**src/rtl/matrix_keyscan_encoder_if.sv**
```systemverilog
// rtl/matrix_keyscan_encoder_if.sv - keypad pins and debounced key event outputs of the matrix scanner
interface matrix_keyscan_encoder_if #(
    parameter int ROWS   = 4,
    parameter int COLS   = 3,
    parameter int CODE_W = 4
);
    logic [ROWS-1:0]   keypad_row;
    logic [COLS-1:0]   keypad_col;
    logic [CODE_W-1:0] key_code;
    logic              key_valid;
    logic              key_press;
    logic              key_release;
    logic              multi_key;

    modport master (
        input  keypad_row,
        output keypad_col, key_code, key_valid, key_press, key_release, multi_key
    );

    modport slave (
        output keypad_row,
        input  keypad_col, key_code, key_valid, key_press, key_release, multi_key
    );
endinterface

```
**src/rtl/matrix_keyscan_encoder.sv**
```systemverilog
// rtl/matrix_keyscan_encoder.sv - ROWSxCOLS keypad scanner, frame debouncer and single-key encoder
// Optional auto-repeat of key_press is built when KEYSCAN_AUTOREPEAT_EN is defined.
module matrix_keyscan_encoder #(
    parameter int ROWS         = 4,
    parameter int COLS         = 3,
    parameter int SCAN_DIV     = 3333,
    parameter int DEBOUNCE     = 4,
    parameter int CODE_W       = 4,
    parameter int REPEAT_DELAY = 16,
    parameter int REPEAT_RATE  = 4
) (
    input logic                      clk_3p33MHz,
    input logic                      rst,
    matrix_keyscan_encoder_if.master kp
);
    localparam int N  = ROWS * COLS;
    localparam int DW = $clog2(SCAN_DIV);
    localparam int CW = (COLS > 1) ? $clog2(COLS) : 1;
    localparam int SW = $clog2(DEBOUNCE + 1);

    if ((2 ** CODE_W) <= N) begin : g_code_w_check
        $error("CODE_W cannot encode every key of the matrix");
    end
    if (SCAN_DIV < 2 || DEBOUNCE < 1 || REPEAT_DELAY < 1 || REPEAT_RATE < 1) begin : g_param_check
        $error("matrix_keyscan_encoder parameter out of range");
    end

    logic [DW-1:0]     dwell_cnt;
    logic [CW-1:0]     col_idx;
    logic [COLS-1:0]   col_sel;
    logic [N-1:0]      frame_cur;
    logic [N-1:0]      frame_new;
    logic [N-1:0]      frame_prev;
    logic [SW-1:0]     stable_cnt;
    logic [SW-1:0]     stable_next;
    logic              accept_pend;
    logic              sample;
    logic              frame_done;
    logic [1:0]        pop_sat;
    logic [CODE_W-1:0] hit_code;
    logic [CODE_W-1:0] new_code;
    logic              new_valid;
    logic              new_multi;
    logic              code_change;
    logic              rep_fire;
    logic [CODE_W-1:0] key_code_q;
    logic              key_valid_q;
    logic              key_press_q;
    logic              key_release_q;
    logic              multi_key_q;

    assign sample     = (dwell_cnt == DW'(SCAN_DIV - 1));
    assign frame_done = sample && (col_idx == CW'(COLS - 1));

    always_comb begin
        col_sel = '0;
        for (int c = 0; c < COLS; c++) begin
            col_sel[c] = (col_idx == CW'(c));
        end
    end

    // Frame bit r*COLS+c holds the closure of row r on column c.
    always_comb begin
        frame_new = frame_cur;
        for (int r = 0; r < ROWS; r++) begin
            for (int c = 0; c < COLS; c++) begin
                if (col_idx == CW'(c)) begin
                    frame_new[r*COLS + c] = ~kp.keypad_row[r];
                end
            end
        end
    end

    always_comb begin
        stable_next = SW'(1);
        if (frame_new == frame_prev) begin
            stable_next = (stable_cnt == SW'(DEBOUNCE)) ? stable_cnt : stable_cnt + 1'b1;
        end
    end

    always_ff @(posedge clk_3p33MHz) begin
        if (rst) begin
            dwell_cnt   <= '0;
            col_idx     <= '0;
            frame_cur   <= '0;
            frame_prev  <= '0;
            stable_cnt  <= '0;
            accept_pend <= 1'b0;
        end else begin
            accept_pend <= 1'b0;
            if (sample) begin
                dwell_cnt <= '0;
                frame_cur <= frame_new;
                if (frame_done) begin
                    col_idx     <= '0;
                    frame_prev  <= frame_new;
                    stable_cnt  <= stable_next;
                    accept_pend <= (stable_next == SW'(DEBOUNCE));
                end else begin
                    col_idx <= col_idx + 1'b1;
                end
            end else begin
                dwell_cnt <= dwell_cnt + 1'b1;
            end
        end
    end

    // frame_prev holds the accepted frame for the whole cycle accept_pend is high.
    always_comb begin
        pop_sat  = 2'd0;
        hit_code = '0;
        for (int i = 0; i < N; i++) begin
            if (frame_prev[i]) begin
                hit_code = CODE_W'(i + 1);
                if (pop_sat != 2'd2) begin
                    pop_sat = pop_sat + 2'd1;
                end
            end
        end
        new_valid = (pop_sat == 2'd1);
        new_multi = (pop_sat == 2'd2);
        new_code  = new_valid ? hit_code : '0;
    end

    assign code_change = (new_code != key_code_q);

`ifdef KEYSCAN_AUTOREPEAT_EN
    localparam int RW = 16;
    logic [RW-1:0] rep_cnt;
    logic          rep_first;
    logic          same_key;
    logic [RW-1:0] rep_target;

    assign same_key   = new_valid && key_valid_q && !code_change;
    assign rep_target = rep_first ? RW'(REPEAT_DELAY) : RW'(REPEAT_RATE);
    assign rep_fire   = accept_pend && same_key && ((rep_cnt + 1'b1) >= rep_target);

    always_ff @(posedge clk_3p33MHz) begin
        if (rst) begin
            rep_cnt   <= '0;
            rep_first <= 1'b1;
        end else if (accept_pend) begin
            if (!same_key) begin
                rep_cnt   <= '0;
                rep_first <= 1'b1;
            end else if (rep_fire) begin
                rep_cnt   <= '0;
                rep_first <= 1'b0;
            end else begin
                rep_cnt <= rep_cnt + 1'b1;
            end
        end
    end
`else
    assign rep_fire = 1'b0;
`endif

    always_ff @(posedge clk_3p33MHz) begin
        if (rst) begin
            key_code_q    <= '0;
            key_valid_q   <= 1'b0;
            multi_key_q   <= 1'b0;
            key_press_q   <= 1'b0;
            key_release_q <= 1'b0;
        end else begin
            key_press_q   <= 1'b0;
            key_release_q <= 1'b0;
            if (accept_pend) begin
                key_code_q    <= new_code;
                key_valid_q   <= new_valid;
                multi_key_q   <= new_multi;
                key_press_q   <= new_valid && (code_change || rep_fire);
                key_release_q <= key_valid_q && code_change;
            end
        end
    end

    assign kp.keypad_col  = col_sel;
    assign kp.key_code    = key_code_q;
    assign kp.key_valid   = key_valid_q;
    assign kp.key_press   = key_press_q;
    assign kp.key_release = key_release_q;
    assign kp.multi_key   = multi_key_q;
endmodule

```
**src/flat_wrapper.sv**
```systemverilog
// flat-port wrapper written by rule: the top's interface ports become plain ports
module matrix_keyscan_encoder_flat 
#(
    parameter int ROWS         = 4,
    parameter int COLS         = 3,
    parameter int SCAN_DIV     = 3333,
    parameter int DEBOUNCE     = 4,
    parameter int CODE_W       = 4,
    parameter int REPEAT_DELAY = 16,
    parameter int REPEAT_RATE  = 4
)
  (clk_3p33MHz, rst, kp_keypad_row, kp_keypad_col, kp_key_code, kp_key_valid, kp_key_press, kp_key_release, kp_multi_key);
  matrix_keyscan_encoder_if #(.ROWS(ROWS), .COLS(COLS), .CODE_W(CODE_W)) kp_i ();
  input logic clk_3p33MHz;
  input logic rst;
  input wire logic [$bits(kp_i.keypad_row)-1:0] kp_keypad_row;
  output wire logic [$bits(kp_i.keypad_col)-1:0] kp_keypad_col;
  output wire logic [$bits(kp_i.key_code)-1:0] kp_key_code;
  output wire logic [$bits(kp_i.key_valid)-1:0] kp_key_valid;
  output wire logic [$bits(kp_i.key_press)-1:0] kp_key_press;
  output wire logic [$bits(kp_i.key_release)-1:0] kp_key_release;
  output wire logic [$bits(kp_i.multi_key)-1:0] kp_multi_key;
  assign kp_i.keypad_row = kp_keypad_row;
  assign kp_keypad_col = kp_i.keypad_col;
  assign kp_key_code = kp_i.key_code;
  assign kp_key_valid = kp_i.key_valid;
  assign kp_key_press = kp_i.key_press;
  assign kp_key_release = kp_i.key_release;
  assign kp_multi_key = kp_i.multi_key;
  matrix_keyscan_encoder #(.ROWS(ROWS), .COLS(COLS), .SCAN_DIV(SCAN_DIV), .DEBOUNCE(DEBOUNCE), .CODE_W(CODE_W), .REPEAT_DELAY(REPEAT_DELAY), .REPEAT_RATE(REPEAT_RATE)) u_core (.clk_3p33MHz(clk_3p33MHz), .rst(rst), .kp(kp_i));
endmodule
```
**config.mk**
```make
export PLATFORM = sky130hd
export DESIGN_NAME = matrix_keyscan_encoder_flat
export DESIGN_NICKNAME = d
export VERILOG_FILES = /design/src/rtl/matrix_keyscan_encoder_if.sv /design/src/rtl/matrix_keyscan_encoder.sv /design/src/flat_wrapper.sv
export SDC_FILE = /design/constraint.sdc
export NUM_CORES = 1
export LEC_CHECK = 0
export BUFFER_PORTS_ARGS = -buffer_cell sky130_fd_sc_hd__buf_2
export CAP_MARGIN = 20
export CELL_PAD_IN_SITES_DETAIL_PLACEMENT = 2
export CELL_PAD_IN_SITES_GLOBAL_PLACEMENT = 2
export CORE_UTILIZATION = 39
export CTS_BUF_LIST = sky130_fd_sc_hd__clkbuf_8 sky130_fd_sc_hd__clkbuf_16
export DETAILED_ROUTE_END_ITERATION = 10
export PLACE_DENSITY = 0.89
export SYNTH_ARGS = -nofsm -noshare
export SYNTH_HDL_FRONTEND = slang
export SYNTH_SLANG_ARGS = --single-unit
```
**constraint.sdc**
```tcl
create_clock -name clk_3p33MHz -period 11 [get_ports clk_3p33MHz]
set_input_delay 1.1 -clock clk_3p33MHz [delete_from_list [all_inputs] [get_ports clk_3p33MHz]]
set_output_delay 1.1 -clock clk_3p33MHz [all_outputs]
set_load 0.01 [all_outputs]
```
==> results of run 1 <==
-- metal layers --
layer  GRT usage, %  wire (microns)
met1           31.5            5260
met3           2.37             280
met2           45.7            5900
met5              0               0
met4           7.92             188
-- registers in the layout, indices dropped and copies added, names as in the netlist --
name,flops
u_core.kp.key_valid,1
u_core.col_idx,2
u_core.kp.key_press,1
u_core.dwell_cnt,12
u_core.frame_prev,12
u_core.kp.multi_key,1
u_core.accept_pend,1
u_core.kp.key_code,4
u_core.stable_cnt,3
u_core.frame_cur,9
u_core.kp.key_release,1
-- cells in the mapped netlist, drive strengths merged, types with 2 or more instances --
master	number	area share, %
nor3	7	1.8
or3	5	1.2
o31a	3	0.74
inv	15	1.6
o211ai	4	1.2
nand2b	5	0.88
o211a	2	0.57
a221oi	2	1.2
and2	7	1.2
o2111ai	2	0.49
or2	3	0.53
nor4	6	1.1
a2bb2oi	4	1.2
a21o	4	0.85
nor2b	3	0.53
a21boi	3	0.64
nand4	5	0.88
o21a	4	0.85
a22oi	4	0.99
a21oi	43	6.2
xor2	9	2.2
and3	8	1.4
nor2	62	6.6
nor3b	3	0.92
a32oi	3	0.74
nand3b	4	0.85
a211o	2	0.49
a31oi	4	0.71
o31ai	5	1.1
nand2	60	6.4
buf	8	1.4
o311ai	2	0.49
xnor2	20	4.9
and4	5	1.3
nand3	24	3.5
clkbuf	15	1.6
o21ai	18	2.9
o21bai	3	0.64
a211oi	8	2.3
ha	10	3.5
dfxtp	47	27
-- path summary, 6_finish.rpt --
| path | startpoint | end | slack [ns] | cells past startpoint |
|---|---|---|---|---|
| worst max-delay path | u_core.frame_prev[1] | u_core.kp.key_press | 5.59 | 22 |
| worst min-delay path | u_core.frame_cur[8] | u_core.frame_cur[8] | 0.47 | 1 |
| worst max register to register | u_core.frame_prev[1] | u_core.kp.key_press | 5.59 | 22 |
| worst min register to register | u_core.frame_cur[8] | u_core.frame_cur[8] | 0.47 | 1 |
-- report_power, final --
group          internal (mW)  switching [mW]  leakage, nW  total [mW]
Sequential             0.171         0.00120        0.379       0.172
Clock                 0.0455          0.0626       0.0408       0.108
Combinational        0.00332         0.00738        0.945      0.0107
-- final cells by class --
type,count,share of cell area (%)
multi-input cells,384,65.1
flip-flops and latches,47,25.1
well taps,108,3.61
repair buffers,16,2.14
clock buffers,5,1.84
inverters,15,1.50
clock inverters,3,0.635
-- per-stage QoR --
step / cells / cell area (sq um) / utilization [%] / hold slack, ns
2_1_floorplan: 469 / 3540 / - / 0.435
3_3_place_gp: 570 / 3650 / 41.7 / 0.445
3_5_place_dp: 570 / 3650 / 41.7 / 0.451
4_1_cts: 578 / 3740 / 42.7 / 0.471
5_1_grt: 578 / 3740 / 42.7 / 0.495
6_report: 578 / 3740 / 42.7 / 0.469
-- cell families after synthesis --
group                    after synthesis  synth area share (%)
flip-flops                            47                  26.6
XOR/XNOR                              29                  7.17
multiplexers                           1                 0.318
AND/OR/NAND/NOR                      212                  30.6
adder cells (fa/ha/maj)               10                  3.53
buffers and inverters                 38                  4.59
AO/OA/AOI/OAI                        132                  27.2
-- layout by cell type, fill, tap and decap left out, types with 4 or more instances in the layout --
master / n
sky130_fd_sc_hd__inv_1: 15
sky130_fd_sc_hd__nand3b_1: 4
sky130_fd_sc_hd__nand4_1: 5
sky130_fd_sc_hd__and4_1: 4
sky130_fd_sc_hd__ha_1: 10
sky130_fd_sc_hd__clkbuf_8: 5
sky130_fd_sc_hd__o21a_1: 4
sky130_fd_sc_hd__a211oi_1: 5
sky130_fd_sc_hd__a31oi_1: 4
sky130_fd_sc_hd__nor3_1: 4
sky130_fd_sc_hd__buf_2: 16
sky130_fd_sc_hd__and3_1: 8
sky130_fd_sc_hd__nor2_1: 62
sky130_fd_sc_hd__dfxtp_1: 47
sky130_fd_sc_hd__nand2b_1: 5
sky130_fd_sc_hd__nand3_1: 23
sky130_fd_sc_hd__o31ai_1: 5
sky130_fd_sc_hd__and2_1: 7
sky130_fd_sc_hd__o21ai_0: 15
sky130_fd_sc_hd__xor2_1: 9
sky130_fd_sc_hd__a21oi_1: 42
sky130_fd_sc_hd__nand2_1: 59
sky130_fd_sc_hd__a21o_1: 4
sky130_fd_sc_hd__xnor2_1: 20
sky130_fd_sc_hd__nor4_1: 6
==> impl_summary.log, run 1 <==
INFO  metric synth_top_flop_cell = sky130_fd_sc_hd__dfxtp_1
INFO  metric timing.critical_path.buf_inv = 1
INFO  metric number_of_global_route_vias_before_repair = 3,762
INFO  metric finClkSkew = 0.0117 ns
INFO  metric min_period_over_period = 49.2%
INFO  metric pin_count_of_the_biggest_net_entering_global_routing = 36
INFO  metric cp_data_required_time = 11.18 ns
INFO  metric unrepaired_setup_endpoints_after_global_routing = false
INFO  metric netlist_area = 3540 sq um
INFO  metric power-per-cell-area = 77.7 nW/um^2
INFO  metric tritoncts = yes
INFO  metric drt-total-wl = 11,600 microns
INFO  metric final-hold-violation-count = 0
INFO  metric place.detailed.hpwl = 8600 microns
INFO  metric avgViaCountPerCell = 6.02
INFO  metric slowest_stage_delay_cp = 0.46 ns
INFO  metric nFillCells = 1,021
INFO  metric finalWeightedCongestion = 0.834
INFO  metric power.ir.vdd_worst = 0.0000753 V
INFO  metric clkTransAtPathRegs = 0.10 ns
INFO  metric worst_slack = 5.59 ns
INFO  metric ys_ff_latch = 47
INFO  metric via_count = 3,480
INFO  metric grt_util_all_layers = 25.3%
INFO  metric antenna_left = 0
INFO  metric worst_pin_slew = 0.755 ns
INFO  metric cts_hold_repair.buffers = 0
INFO  metric critical_path_class = flop to flop
INFO  metric number_of_cts_inserted_buffers = 5
INFO  metric max_freq = 185 MHz
INFO  metric async_reset_ff_share = 0%
INFO  metric worstHoldPathType = flop to flop
INFO  metric setup-tns-final = 0 ns
INFO  metric cts_root_buf = sky130_fd_sc_hd__clkbuf_8
INFO  metric detail_route.first_pass.iterations = 4
INFO  metric setup_violating_endpoint_count_in_the_final_report = 0
INFO  metric post_cts_buffers = 0
INFO  metric critical-path-top-delay-family = simple AND/OR/NAND/NOR gates
INFO  metric syn_area_per_cell = 7.55 sq um
INFO  metric finalPower = 0.291 mW
INFO  metric cts-htree-levels = 2
INFO  metric drcViolationCount = 0
INFO  metric maxSlewViolCount = 0
INFO  metric num_io_pins = 17
INFO  metric worst_ep_arrival_time = 5.59 ns
INFO  metric wl_cell = 20.1 microns
INFO  metric worstSetupEndpointType = flop
INFO  metric critical_path_peak_fanout = 13
INFO  metric num_antenna_cells = 0
INFO  metric portBuffers = 16
INFO  metric clock_sink_count = 47
INFO  metric clock_latency = 0.31 ns
INFO  metric syn-instance-count = 469
INFO  metric grt_remaining_overflow = 0
INFO  metric multi_input_area = 2440 sq um
INFO  metric grt_antenna_before_repair = 0
INFO  metric max-slew-margin-rel = 49.6%
INFO  metric num_rows = 34
INFO  metric final_net_count = 485
INFO  metric grt_pass1_wl = 19,400 microns
INFO  metric power_leakage = 1.37 nW
INFO  metric post_synth_num_cell_types = 81
INFO  metric syn_to_final_growth = 5.69%
INFO  metric synth.yosys.warnings = 0
INFO  metric cts-root-to-sink-buffers = 2
INFO  metric dieArea = 9470 sq um
INFO  metric run_status = complete, no violations
INFO  metric crit_path_top_delay_cell = sky130_fd_sc_hd__dfxtp_1
INFO  metric period_needed = 5.41 ns
INFO  metric critical_path.most_common_cell = sky130_fd_sc_hd__o21ai_0
INFO  metric yosysSeqAreaShare = 26.6%
INFO  metric postCtsResizedCells = 0
INFO  metric die_h = 97.3 microns
INFO  metric core_area = 8760 sq um
INFO  metric horiz_die_dim = 97.3 microns
INFO  metric synth_enable_flop_cells = 0
INFO  metric max_cap_violations = 0
INFO  metric detailedPlace.worstSlack = 5.67 ns
INFO  metric worstSetupStartpointType = flop
INFO  metric start_util = 40.4%
INFO  metric first_iter_violations = 108
INFO  metric synth_nets = 485
INFO  metric crit_chain = inv_1 -> ha_1 -> or2_1 -> a21oi_1 -> o21ai_0 -> and2_1 -> and4_1 -> or3_4 -> xnor2_1 -> nand3_1 -> o311ai_0 -> o21ai_0 -> o21ai_0 -> nand2_1 -> o21ai_0 -> xnor2_1 -> ha_1 -> o32ai_1 -> nor3b_2 -> or3_1 -> a32oi_1 -> nor3_1
INFO  metric fraction_of_layout_cells_with_a_size_suffix_above_1 = 11.3%
INFO  metric regArea = 941 sq um
Power figures use the tool's default switching activity.
==> inputs of run 2 (changes only) <==
--- a/config.mk
+++ b/config.mk
@@ -9,10 +9,10 @@
 export CAP_MARGIN = 20
 export CELL_PAD_IN_SITES_DETAIL_PLACEMENT = 2
 export CELL_PAD_IN_SITES_GLOBAL_PLACEMENT = 2
-export CORE_UTILIZATION = 39
+export CORE_UTILIZATION = 37
 export CTS_BUF_LIST = sky130_fd_sc_hd__clkbuf_8 sky130_fd_sc_hd__clkbuf_16
 export DETAILED_ROUTE_END_ITERATION = 10
-export PLACE_DENSITY = 0.89
+export PLACE_DENSITY = 0.85
 export SYNTH_ARGS = -nofsm -noshare
 export SYNTH_HDL_FRONTEND = slang
 export SYNTH_SLANG_ARGS = --single-unit
==> constraint.sdc (replaced) <==
create_clock -name clk_3p33MHz -period 5.2 [get_ports clk_3p33MHz]
set_input_delay 0.52 -clock clk_3p33MHz [delete_from_list [all_inputs] [get_ports clk_3p33MHz]]
set_output_delay 0.52 -clock clk_3p33MHz [all_outputs]
set_load 0.01 [all_outputs]
==> impl_summary.log, run 2 (same netlist as run 1, synthesis figures left out) <==
INFO  metric power_frac_clock = 42.6%
INFO  metric worstHoldPathType = flop to flop
INFO  metric switching_power_as_a_share_of_total_power = 23.6%
INFO  metric cts_root_buf = sky130_fd_sc_hd__clkbuf_8
INFO  metric pwr-share-comb = 3.3%
INFO  metric grt_util_all_layers = 24.6%
INFO  metric fraction_of_layout_cells_with_a_size_suffix_above_1 = 15.4%
INFO  metric critical_path_peak_fanout = 8
INFO  metric cts-root-to-sink-buffers = 2
INFO  metric setup_violating_endpoint_count_in_the_final_report = 0
INFO  metric worstSetupEndpointType = flop
INFO  metric max_freq = 201 MHz
INFO  metric power_leakage = 1.44 nW
INFO  metric mostFrequentLayoutCell = sky130_fd_sc_hd__nor2_1
INFO  metric layoutNonFillerInstCount = 608
INFO  metric power.ir.vdd_worst = 0.000125 V
INFO  metric grt_pass1_wl = 19,300 microns
INFO  metric via_count = 3,628
INFO  metric horiz_die_dim = 99.8 microns
INFO  metric dieArea = 9970 sq um
INFO  metric number_of_cts_inserted_buffers = 5
INFO  metric setup-tns-final = 0 ns
INFO  metric reg_top3 = u_core.dwell_cnt (12), u_core.frame_prev (12), u_core.frame_cur (9)
INFO  metric final-hold-violation-count = 0
INFO  metric critical_path_class = flop to flop
INFO  metric power-per-cell-area = 170 nW/um^2
INFO  metric number_of_global_route_vias_before_repair = 3,826
INFO  metric sequentialPowerShare = 54.1%
INFO  metric place.detailed.instances = 597
INFO  metric start_util = 38.3%
INFO  metric first_iter_violations = 130
INFO  metric die_h = 99.8 microns
INFO  metric worstSetupStartpointType = flop
INFO  metric cts-htree-levels = 2
INFO  metric final_net_count = 494
INFO  metric core_area = 9240 sq um
INFO  metric clkTransAtPathRegs = 0.11 ns
INFO  metric cp_data_required_time = 5.38 ns
INFO  metric wl_cell = 20.6 microns
INFO  metric finalPower = 0.672 mW
INFO  metric grt_remaining_overflow = 0
INFO  metric run_status = complete, no violations
INFO  metric detail_route.first_pass.iterations = 4
INFO  metric tritoncts = yes
INFO  metric maxSlewViolCount = 0
INFO  metric min_period_over_period = 95.7%
INFO  metric antenna_left = 0
INFO  metric finClkSkew = 0.0115 ns
INFO  metric worst_pin_slew = 0.759 ns
INFO  metric period_needed = 4.97 ns
INFO  metric num_io_pins = 17
INFO  metric nFillCells = 1,064
INFO  metric max-slew-margin-rel = 49.2%
INFO  metric drt-total-wl = 12,500 microns
INFO  metric worst_ep_arrival_time = 5.15 ns
INFO  metric num_antenna_cells = 0
INFO  metric power.net_switching = 0.159 mW
INFO  metric drcViolationCount = 0
INFO  metric num_rows = 35
INFO  metric syn_to_final_growth = 11.4%
INFO  metric unrepaired_setup_endpoints_after_global_routing = true
INFO  metric pin_count_of_the_biggest_net_entering_global_routing = 36
INFO  metric place.detailed.hpwl = 8810 microns
INFO  metric grt_antenna_before_repair = 0
INFO  metric clock_sink_count = 47
INFO  metric avgViaCountPerCell = 5.97
INFO  metric finalWeightedCongestion = 0.870
INFO  metric portBuffers = 16
INFO  metric most-common-layout-cells = 62 x sky130_fd_sc_hd__nor2_1, 59 x sky130_fd_sc_hd__nand2_1, 44 x sky130_fd_sc_hd__dfxtp_1, 41 x sky130_fd_sc_hd__a21oi_1, 23 x sky130_fd_sc_hd__nand3_1
INFO  metric max_cap_violations = 0
INFO  metric internal_power = 0.514 mW
INFO  metric clock_latency = 0.31 ns
-- run 2: changes by cell type in the layout (fill, tap and decap cells not counted), moves of 2 or more --
cell,delta
sky130_fd_sc_hd__buf_4,+9
sky130_fd_sc_hd__dfxtp_1,-3
sky130_fd_sc_hd__dfxtp_2,+3
sky130_fd_sc_hd__o21ai_0,-3
sky130_fd_sc_hd__o21ai_1,+3
sky130_fd_sc_hd__ha_1,-2
-- run 2: per-stage QoR --
stage / util (%) / setup WS, ns / cell area [sq um] / hold WS [ns]
6_report: 42.7 / 0.226 / 3950 / 0.476
2_1_floorplan: - / 0.588 / 3540 / 0.435
4_1_cts: 41.7 / 0.0260 / 3860 / 0.485
3_5_place_dp: 40.3 / -0.0499 / 3720 / 0.462
3_3_place_gp: 40.3 / 0.324 / 3720 / 0.451
5_1_grt: 42.7 / -0.0791 / 3950 / 0.498
-- run 2: layer usage --
layer  track usage (%)  part of all wire, %
met1              29.6                   45
met2              44.8                   51
met3              2.99                  2.4
met4              8.60                  2.3
met5                 0                    0
-- run 2: path summary, 6_finish.rpt --
kind | startpoint | slack [ns] | cells after the start | to
setup / recovery | u_core.frame_prev[0] | 0.23 | 22 | u_core.kp.key_press
hold / removal | u_core.dwell_cnt[0] | 0.48 | 1 | u_core.dwell_cnt[0]
setup reg to reg | u_core.frame_prev[0] | 0.23 | 22 | u_core.kp.key_press
hold reg to reg | u_core.dwell_cnt[0] | 0.48 | 1 | u_core.dwell_cnt[0]
-- run 2: cell type report --
cell class / instances / area, sq um / share of cell area, %
Clock inverter: 3 / 46.3 / 1.17
Sequential cell: 47 / 945 / 23.9
Timing Repair Buffer: 25 / 148 / 3.74
Multi-Input combinational cell: 384 / 2520 / 63.9
Tap cell: 129 / 161 / 4.09
Clock buffer: 5 / 68.8 / 1.74
Inverter: 15 / 56.3 / 1.43
-- run 2: timing repair --
item,CTS,global route
hold buffers,0,0
endpoints found under the setup margin,4,8
setup buffers,0,3
pin swaps,0,5
gates resized for setup,4,15
-- run 2: power by group through the flow --
| stage | registers (mW) | logic (mW) | clock network [mW] |
|---|---|---|---|
| after detailed placement | 0.372 | 0.0216 | 0 |
| after global placement | 0.372 | 0.0205 | 0 |
| final | 0.364 | 0.0219 | 0.287 |
| after CTS | 0.364 | 0.0221 | 0.293 |
| after floorplan | 0.372 | 0.0138 | 0 |
| after global routing | 0.364 | 0.0241 | 0.305 |
-- run 2: worst max-delay path, stage by stage, from the launching register on --
cell and delay, ns:
sky130_fd_sc_hd__dfxtp_2 0.38, sky130_fd_sc_hd__inv_1 0.13, sky130_fd_sc_hd__ha_4 0.35, sky130_fd_sc_hd__or3b_2 0.52, sky130_fd_sc_hd__o211a_2 0.22, sky130_fd_sc_hd__o21ai_4 0.21, sky130_fd_sc_hd__a2bb2oi_4 0.20, sky130_fd_sc_hd__a211oi_1 0.07
sky130_fd_sc_hd__or3_4 0.44, sky130_fd_sc_hd__xnor2_2 0.16, sky130_fd_sc_hd__nand3_1 0.09, sky130_fd_sc_hd__o311ai_0 0.14, sky130_fd_sc_hd__o21ai_1 0.16, sky130_fd_sc_hd__o21ai_0 0.12, sky130_fd_sc_hd__nand2_1 0.08, sky130_fd_sc_hd__o21ai_0 0.10
sky130_fd_sc_hd__xnor2_1 0.23, sky130_fd_sc_hd__ha_1 0.28, sky130_fd_sc_hd__o32ai_2 0.14, sky130_fd_sc_hd__nor3b_2 0.12, sky130_fd_sc_hd__or3_1 0.38, sky130_fd_sc_hd__a32oi_2 0.21, sky130_fd_sc_hd__nor3_1 0.09
==> inputs of run 3 (changes only) <==
--- a/config.mk
+++ b/config.mk
@@ -9,10 +9,10 @@
 export CAP_MARGIN = 20
 export CELL_PAD_IN_SITES_DETAIL_PLACEMENT = 2
 export CELL_PAD_IN_SITES_GLOBAL_PLACEMENT = 2
-export CORE_UTILIZATION = 37
+export CORE_UTILIZATION = 39
 export CTS_BUF_LIST = sky130_fd_sc_hd__clkbuf_8 sky130_fd_sc_hd__clkbuf_16
 export DETAILED_ROUTE_END_ITERATION = 10
-export PLACE_DENSITY = 0.85
+export PLACE_DENSITY = 0.89
 export SYNTH_ARGS = -nofsm -noshare
 export SYNTH_HDL_FRONTEND = slang
 export SYNTH_SLANG_ARGS = --single-unit
==> constraint.sdc (replaced) <==
create_clock -name clk_3p33MHz -period 5.9 [get_ports clk_3p33MHz]
set_input_delay 0.59 -clock clk_3p33MHz [delete_from_list [all_inputs] [get_ports clk_3p33MHz]]
set_output_delay 0.59 -clock clk_3p33MHz [all_outputs]
set_load 0.01 [all_outputs]
==> impl_summary.log, run 3 (same netlist as run 1, synthesis figures left out) <==
INFO  metric postCtsResizedCells = 0
INFO  metric die_h = 97.3 microns
INFO  metric tritoncts = yes
INFO  metric place.detailed.hpwl = 8510 microns
INFO  metric portBuffers = 16
INFO  metric cts_hold_repair.buffers = 0
INFO  metric finalWeightedCongestion = 0.859
INFO  metric power.net_switching = 0.129 mW
INFO  metric horiz_die_dim = 97.3 microns
INFO  metric grt_pass1_wl = 19,400 microns
INFO  metric num_rows = 34
INFO  metric worst_pin_slew = 0.718 ns
INFO  metric power.ir.vdd_worst = 0.000123 V
INFO  metric worstHoldPathType = flop to flop
INFO  metric min_period_over_period = 90.5%
INFO  metric start_util = 40.4%
INFO  metric power_frac_clock = 41.3%
INFO  metric worst_ep_arrival_time = 5.50 ns
INFO  metric reg_top3 = u_core.dwell_cnt (12), u_core.frame_prev (12), u_core.frame_cur (9)
INFO  metric final-hold-violation-count = 0
INFO  metric post_cts_buffers = 0
INFO  metric grt_util_all_layers = 25.0%
INFO  metric antenna_left = 0
INFO  metric max_cap_violations = 0
INFO  metric critical_path_class = flop to flop
INFO  metric clock_sink_count = 47
INFO  metric max-slew-margin-rel = 52.1%
INFO  metric clock_latency = 0.30 ns
INFO  metric worstSetupEndpointType = flop
INFO  metric setup-tns-final = 0 ns
INFO  metric detail_route.first_pass.iterations = 4
INFO  metric power_leakage = 1.39 nW
INFO  metric run_status = complete, no violations
INFO  metric first_iter_violations = 136
INFO  metric sequentialPowerShare = 55.3%
INFO  metric syn_to_final_growth = 6.46%
INFO  metric maxSlewViolCount = 0
INFO  metric pwr-share-comb = 3.5%
INFO  metric via_count = 3,526
INFO  metric period_needed = 5.34 ns
INFO  metric grt_remaining_overflow = 0
INFO  metric cts_root_buf = sky130_fd_sc_hd__clkbuf_8
INFO  metric final_net_count = 486
INFO  metric number_of_global_route_vias_before_repair = 3,732
INFO  metric fraction_of_layout_cells_with_a_size_suffix_above_1 = 11.5%
INFO  metric power-per-cell-area = 154 nW/um^2
INFO  metric avgViaCountPerCell = 6.09
INFO  metric mostFrequentLayoutCell = sky130_fd_sc_hd__nor2_1
INFO  metric core_area = 8760 sq um
INFO  metric most-common-layout-cells = 62 x sky130_fd_sc_hd__nor2_1, 59 x sky130_fd_sc_hd__nand2_1, 47 x sky130_fd_sc_hd__dfxtp_1, 42 x sky130_fd_sc_hd__a21oi_1, 23 x sky130_fd_sc_hd__nand3_1
INFO  metric drcViolationCount = 0
INFO  metric internal_power = 0.451 mW
INFO  metric placed_area = 3660 sq um
INFO  metric max_freq = 187 MHz
INFO  metric worstSetupStartpointType = flop
INFO  metric clkTransAtPathRegs = 0.10 ns
INFO  metric drt-total-wl = 11,700 microns
INFO  metric dieArea = 9470 sq um
INFO  metric final_area = 3770 sq um
INFO  metric finClkSkew = 0.00936 ns
INFO  metric pin_count_of_the_biggest_net_entering_global_routing = 36
INFO  metric switching_power_as_a_share_of_total_power = 22.2%
INFO  metric unrepaired_setup_endpoints_after_global_routing = false
INFO  metric cp_data_required_time = 6.06 ns
INFO  metric num_antenna_cells = 0
INFO  metric critical_path_peak_fanout = 13
INFO  metric number_of_cts_inserted_buffers = 5
INFO  metric num_io_pins = 17
INFO  metric cts-htree-levels = 2
INFO  metric setup_violating_endpoint_count_in_the_final_report = 0
INFO  metric cts-root-to-sink-buffers = 2
INFO  metric wl_cell = 20.1 microns
INFO  metric grt_antenna_before_repair = 0
run 3: changes by cell type in the layout (fill, tap and decap cells not counted), sizes merged:
cell	delta
clkinvlp	-1
buf	-8
inv	-1
clkinv	+2
run 3: layer usage:
metal	track usage [%]	up-vias	wire [microns]
li1	-	1684	-
met1	32.5	1775	5360
met2	43.3	47	5850
met3	2.30	20	222
met4	8.37	0	222
met5	0	-	0
run 3: layout make-up:
class	instances	area [sq um]
clock buffer	5	68.8
clock inverter	3	43.8
fill	1037	4990
inverter	15	56.3
multi-input combinational	384	2440
sequential	47	941
tap	108	135
timing repair buffer	17	87.6
run 3: path summary, 6_finish.rpt:
path / from / to / slack (ns) / cells after the start
setup / recovery: u_core.frame_prev[1] / u_core.kp.key_press / 0.56 / 22
hold / removal: u_core.frame_cur[8] / u_core.frame_cur[8] / 0.48 / 1
setup reg to reg: u_core.frame_prev[1] / u_core.kp.key_press / 0.56 / 22
hold reg to reg: u_core.frame_cur[8] / u_core.frame_cur[8] / 0.48 / 1
run 3: power groups by stage:
stage / sequential [mW] / clock [mW] / combinational (mW)
after floorplan: 0.328 / 0 / 0.0122
after global placement: 0.328 / 0 / 0.0180
after detailed placement: 0.328 / 0 / 0.0197
after CTS: 0.321 / 0.246 / 0.0204
after global routing: 0.321 / 0.255 / 0.0223
final: 0.321 / 0.239 / 0.0201
run 3: critical path, cell delays in order, from the launching register on:
cell,delay (ns)
sky130_fd_sc_hd__dfxtp_1,0.48
sky130_fd_sc_hd__inv_1,0.14
sky130_fd_sc_hd__ha_1,0.41
sky130_fd_sc_hd__or2_1,0.29
sky130_fd_sc_hd__a21oi_1,0.41
sky130_fd_sc_hd__o21ai_0,0.28
sky130_fd_sc_hd__and2_1,0.24
sky130_fd_sc_hd__and4_1,0.15
sky130_fd_sc_hd__or3_4,0.45
sky130_fd_sc_hd__xnor2_1,0.23
sky130_fd_sc_hd__nand3_1,0.10
sky130_fd_sc_hd__o311ai_0,0.15
sky130_fd_sc_hd__o21ai_0,0.19
sky130_fd_sc_hd__o21ai_0,0.13
sky130_fd_sc_hd__nand2_1,0.07
sky130_fd_sc_hd__o21ai_0,0.11
sky130_fd_sc_hd__xnor2_1,0.15
sky130_fd_sc_hd__ha_1,0.25
sky130_fd_sc_hd__o32ai_1,0.17
sky130_fd_sc_hd__nor3b_2,0.14
sky130_fd_sc_hd__or3_1,0.37
sky130_fd_sc_hd__a32oi_1,0.22
sky130_fd_sc_hd__nor3_1,0.08
run 3: metrics by stage:
stage	worst slack [ns]	total power, mW	util [%]	hold slack (ns)	cells
2_1_floorplan	1.29	0.340	-	0.435	469
3_3_place_gp	1.01	0.346	41.7	0.444	571
3_5_place_dp	0.605	0.348	41.7	0.467	571
4_1_cts	0.558	0.587	43.0	0.485	579
5_1_grt	0.0858	0.599	43.0	0.498	579
6_report	0.562	0.580	43.0	0.479	579
